### config.mk
export PLATFORM = sky130hd
export DESIGN_NAME = bin_encoder_4to2
export DESIGN_NICKNAME = d
export VERILOG_FILES = /design/src/rtl/bin_encoder_4to2.sv
export SDC_FILE = /design/constraint.sdc
export NUM_CORES = 1
export LEC_CHECK = 0
export ABC_CLOCK_PERIOD_IN_PS = 1300
export BUFFER_PORTS_ARGS = -buffer_cell sky130_fd_sc_hd__buf_2
export CORE_AREA = 2 2 39 41
export DETAILED_ROUTE_END_ITERATION = 6
export DIE_AREA = 0 0 41 43
export PLACE_DENSITY = 0.74
export SYNTH_ARGS = -nofsm -noshare
export SYNTH_HDL_FRONTEND = slang
export SYNTH_SLANG_ARGS = --single-unit
### constraint.sdc
create_clock -name clk -period 1.3 [get_ports clk]
set_input_delay 0.13 -clock clk [delete_from_list [all_inputs] [get_ports clk]]
set_output_delay 0.13 -clock clk [all_outputs]
set_load 0.01 [all_outputs]
### src/rtl/bin_encoder_4to2.sv
// Registered 4-to-2 priority encoder with a valid/ready input, an acknowledged output
// and a saturating count of non-one-hot words.
module bin_encoder_4to2 #(
    parameter int ERR_CNT_W = 4
) (
    input  logic                 clk,
    input  logic                 rst,
    input  logic                 i0,
    input  logic                 i1,
    input  logic                 i2,
    input  logic                 i3,
    input  logic                 in_valid,
    output logic                 in_ready,
    output logic                 y1,
    output logic                 y0,
    output logic                 any,
    output logic                 err,
    output logic                 out_valid,
    input  logic                 out_ack,
    output logic [ERR_CNT_W-1:0] err_cnt
);

    typedef enum logic {
        IDLE,
        HOLD
    } state_t;

    localparam logic [ERR_CNT_W-1:0] CNT_ONE = {{(ERR_CNT_W-1){1'b0}}, 1'b1};
    localparam logic [ERR_CNT_W-1:0] CNT_MAX = {ERR_CNT_W{1'b1}};

    state_t               state_q, state_d;
    logic [1:0]           code_q, code_d;
    logic                 any_q, any_d;
    logic                 err_q, err_d;
    logic [ERR_CNT_W-1:0] cnt_q, cnt_d;
    logic [3:0]           word;
    logic                 accept;
    logic                 idleReady;

    assign word = {i3, i2, i1, i0};

    always_comb begin
        state_d   = state_q;
        idleReady = 1'b0;
        out_valid = 1'b0;
        accept    = 1'b0;
        case (state_q)
            IDLE: begin
                idleReady = 1'b1;
                if (in_valid) begin
                    accept  = 1'b1;
                    state_d = HOLD;
                end
            end
            HOLD: begin
                out_valid = 1'b1;
                if (out_ack) begin
                    state_d = IDLE;
                end
            end
            default: state_d = IDLE;
        endcase
    end

    // Reset forces in_ready low combinationally so nothing is offered during reset.
    assign in_ready = idleReady & ~rst;

    always_comb begin
        code_d = code_q;
        any_d  = any_q;
        err_d  = err_q;
        cnt_d  = cnt_q;
        if (accept) begin
            casez (word)
                4'b1???: code_d = 2'b11;
                4'b01??: code_d = 2'b10;
                4'b001?: code_d = 2'b01;
                default: code_d = 2'b00;
            endcase
            any_d = |word;
            // Exactly one bit set: nonzero and clearing the lowest set bit leaves zero.
            err_d = (word == 4'd0) || ((word & (word - 4'd1)) != 4'd0);
            if (err_d && (cnt_q != CNT_MAX)) begin
                cnt_d = cnt_q + CNT_ONE;
            end
        end
    end

    always_ff @(posedge clk) begin
        if (rst) begin
            state_q <= IDLE;
            code_q  <= 2'b00;
            any_q   <= 1'b0;
            err_q   <= 1'b0;
            cnt_q   <= '0;
        end else begin
            state_q <= state_d;
            code_q  <= code_d;
            any_q   <= any_d;
            err_q   <= err_d;
            cnt_q   <= cnt_d;
        end
    end

    assign y1      = code_q[1];
    assign y0      = code_q[0];
    assign any     = any_q;
    assign err     = err_q;
    assign err_cnt = cnt_q;

endmodule

==> PnR_summary.wiki <==
{| class="wikitable"
! Metric !! Value
|-
| Proportion of layout cells with a drive suffix above 1 || 52.00%
|-
| Count of non-filler cells in the finished layout || 91
|-
| Crit path capture || err_cnt[1]
|-
| Sum of negative setup slack || 0 ns
|-
| Count of nets after finishing || 85
|-
| Number of nets still failing antenna checks after routing || 0
|-
| Final critical-path share of the clock period || 98.87%
|-
| First-pass iteration count of the detailed router || 4
|-
| Worst hold path stage count || 3
|-
| Critical R2R Launch || err_cnt[1]
|-
| Share of the core filled with cells || 47.92%
|-
| Status || completed
|-
| CP required || 1.50 ns
|-
| Area Overhead vs Synth || 45.60%
|-
| Share of flip-flops with an asynchronous set or reset || 0%
|-
| Full die area || 1763 sq um
|-
| Endpoint class of the critical path || flop
|-
| Initial core utilization || 32.91%
|-
| Switching fraction of total power || 27.84%
|-
| Clock-pin slew of the registers on the worst-case setup and hold paths || 0.06 ns
|-
| Mean routed wirelength per cell || 12.09 microns
|-
| Most frequent cells in the layout || buf_2, dfxtp_1, o21ai_0
|-
| Final setup viols || 0
|-
| Static Leakage || 0.2773 nW
|-
| Worst reg2reg endpoint || err_cnt[1]
|-
| Total routing usage reported by global routing || 13.05%
|-
| Power per Cell Area || 1006 nW/um^2
|-
| Nature of the critical path startpoint || flop
|-
| Violation count after the first detailed-routing iteration || 5
|-
| Commonest register cell after synthesis || dfxtp_1
|-
| Average via count per standard cell || 5.143
|-
| Relative slew slack || 73.11%
|-
| Hold-fix buffers, CTS || 0
|-
| Setup skew after layout || 0.003868 ns
|-
| Hold Vio Cnt, Final || 0
|-
| Warnings from Yosys || 0
|-
| Source of the critical timing path || err_cnt[1]
|-
| Depth of the most critical reg-to-reg path || 5
|-
| Number of nets in the synthesized netlist || 60
|-
| Fmax || 778.0 MHz
|-
| Antenna violations before repair || 0
|-
| Crit path time final || 1.285 ns
|-
| Largest net degree at the start of global routing || 11
|-
| Leading cell type in the layout, fill and taps excluded || buf_2
|-
| First-pass GRT wire length || 1531 microns
|-
| Number of antenna diodes || 0
|-
| Part of the total power dissipated in the clock network || 32.9%
|-
| Slew at the pin closest to its max-slew limit || 0.3981 ns
|-
| Path type of the worst setup path || reg -> reg
|-
| Root Buffer Master || clkbuf_4
|-
| Number of port buffers || 17
|-
| Power, Total || 0.6674 mW
|-
| Placed instance count || 85
|-
| CTS H-Tree Depth || 1
|-
| Max-cap violations || 0
|-
| Top-area cell type share of the netlist area || 39.56%
|-
| Total I/O pin count || 18
|-
| DP Wirelength || 726.1 microns
|-
| Count of state elements after synthesis || 9
|-
| Weighted congestion reported at the end of routability-driven placement || 0.8030
|-
| Vias after detailed routing || 468
|-
| Relative contribution of sequential cells to total power || 46.1%
|-
| Die width || 41 microns
|-
| Number of buffers inserted during clock tree synthesis || 3
|-
| Number of sinks on the clock net || 9
|-
| Via count of the first global-routing pass || 387
|-
| Combinational group share of total power || 21.0%
|-
| Core Box Area || 1384 sq um
|-
| Unrepaired setup endpoints after global routing || true
|-
| Final routed wirelength across all metal layers || 1100 microns
|-
| Worst endpoint data arrival time || 1.48 ns
|-
| Count of standard-cell rows || 14
|-
| Worst Hold Class || in -> reg
|-
| Number of flops mapped to enable cells by yosys || 0
|-
| Count of different cell masters after synthesis || 26
|-
| Maximum vdd drop || 367.1 uV
|-
| Critical Path Fanout Max || 4
|-
| Netlist area before placement || 455.4 sq um
|-
| Worst R2R Setup Slack || 0.01 ns
|-
| Final slew viol count || 0
|-
| Skew-Pair Late Insertion Delay || 0.26 ns
|-
| Switching power summed over all nets || 0.1858 mW
|-
| Average cell area after synthesis || 8.930 sq um
|-
| Cell types occupying the most area after synthesis || dfxtp_1, a21oi_1, o21ai_0, a211oi_4, or2b_1
|-
| Post-Syn Instances || 51
|-
| TritonCTS clock tree || yes
|-
| Maximum count of clock buffers along a single path || 2
|-
| Total overflow reported by the global router || 0
|-
| Internal portion of total power || 0.4816 mW
|-
| Largest area contributor in the netlist || dfxtp_1
|-
| DRC Markers || 0
|-
| Post-synthesis sequential area ratio || 39.56%
|-
| Die span in y || 43 microns
|}
-- cell families (layout without fill, tap and decap cells) --
kind of cell             Yosys count  in the layout  share of synthesized area [%]
AO/OA/AOI/OAI                     18             18                          28.30
XOR/XNOR                           1              1                          1.923
adder cells (fa/ha/maj)            1              1                          2.747
buffers and inverters              4             28                          3.296
flip-flops                         9              9                          39.56
AND/OR/NAND/NOR                   18             18                          24.18
-- worst max-delay path: stages (launching register included) --
cell and delay (ns):
dfxtp_2 0.35, ha_4 0.16, nand3_2 0.08, nand3_2 0.09, or3b_1 0.40, a21oi_2 0.14
-- worst min path at each step --
stage            start        end
3_5_place_dp   out_ack    state_q
6_report       out_ack    state_q
2_1_floorplan       i3  code_q[0]
3_3_place_gp   out_ack    state_q
4_1_cts        out_ack    state_q
5_1_grt        out_ack    state_q
-- flip-flops by register name, indices dropped and copies added, names as in the netlist --
| register | cells |
|---|---|
| err_cnt | 4 |
| any | 1 |
| err | 1 |
| code_q | 2 |
| state_q | 1 |
-- metrics by stage --
| step | worst slack, ns | area (sq um) | hold slack (ns) |
|---|---|---|---|
| floorplan | 0.02679 | 457.9 | 0.2730 |
| global placement | 0.03168 | 574.3 | 0.3915 |
| finish | 0.01471 | 663.1 | 0.1267 |
| global route | -0.04201 | 663.1 | 0.1358 |
| CTS | 0.01064 | 605.6 | 0.1250 |
| detailed placement | 0.01413 | 574.3 | 0.3990 |
-- power groups by stage --
| stage | combinational (mW) | sequential [mW] | clock (mW) |
|---|---|---|---|
| after floorplan | 0.0628 | 0.318 | 0 |
| after global placement | 0.122 | 0.309 | 0 |
| after detailed placement | 0.124 | 0.310 | 0 |
| after CTS | 0.125 | 0.303 | 0.224 |
| after global routing | 0.157 | 0.310 | 0.236 |
| final | 0.140 | 0.308 | 0.219 |
-- area by class of cell --
| type | instances | area (sq um) |
|---|---|---|
| well taps | 16 | 20.02 |
| fillers | 141 | 720.7 |
| inverters | 3 | 11.26 |
| flip-flops and latches | 9 | 183.9 |
| clock buffers | 4 | 26.28 |
| multi-input cells | 38 | 302.8 |
| repair buffers | 21 | 118.9 |
-- synth_stat cells, types with 2 or more instances --
| master | number |
|---|---|
| nor2_1 | 3 |
| dfxtp_1 | 9 |
| inv_1 | 3 |
| or2b_1 | 2 |
| nand2_1 | 2 |
| nand3_1 | 2 |
| a21oi_1 | 6 |
| o21ai_0 | 5 |
| or3_1 | 2 |
-- what timing repair did --
item                                    CTS  global route
buffers inserted                          0             2
gates cloned                              0             0
pin swaps                                 0             4
resized for setup                         1            11
endpoints found under the setup margin    1             3
-- routing by layer --
| layer | track usage, % | wire, microns | share of wire (%) | vias up |
|---|---|---|---|---|
| li1 | - | - | - | 234 |
| met1 | 16.40 | 506 | 46 | 215 |
| met2 | 17.19 | 505 | 46 | 17 |
| met3 | 3.141 | 71 | 6.5 | 2 |
| met4 | 12.00 | 17 | 1.5 | 0 |
| met5 | 0 | 0 | 0 | - |
(Power assumes the default switching activity.)
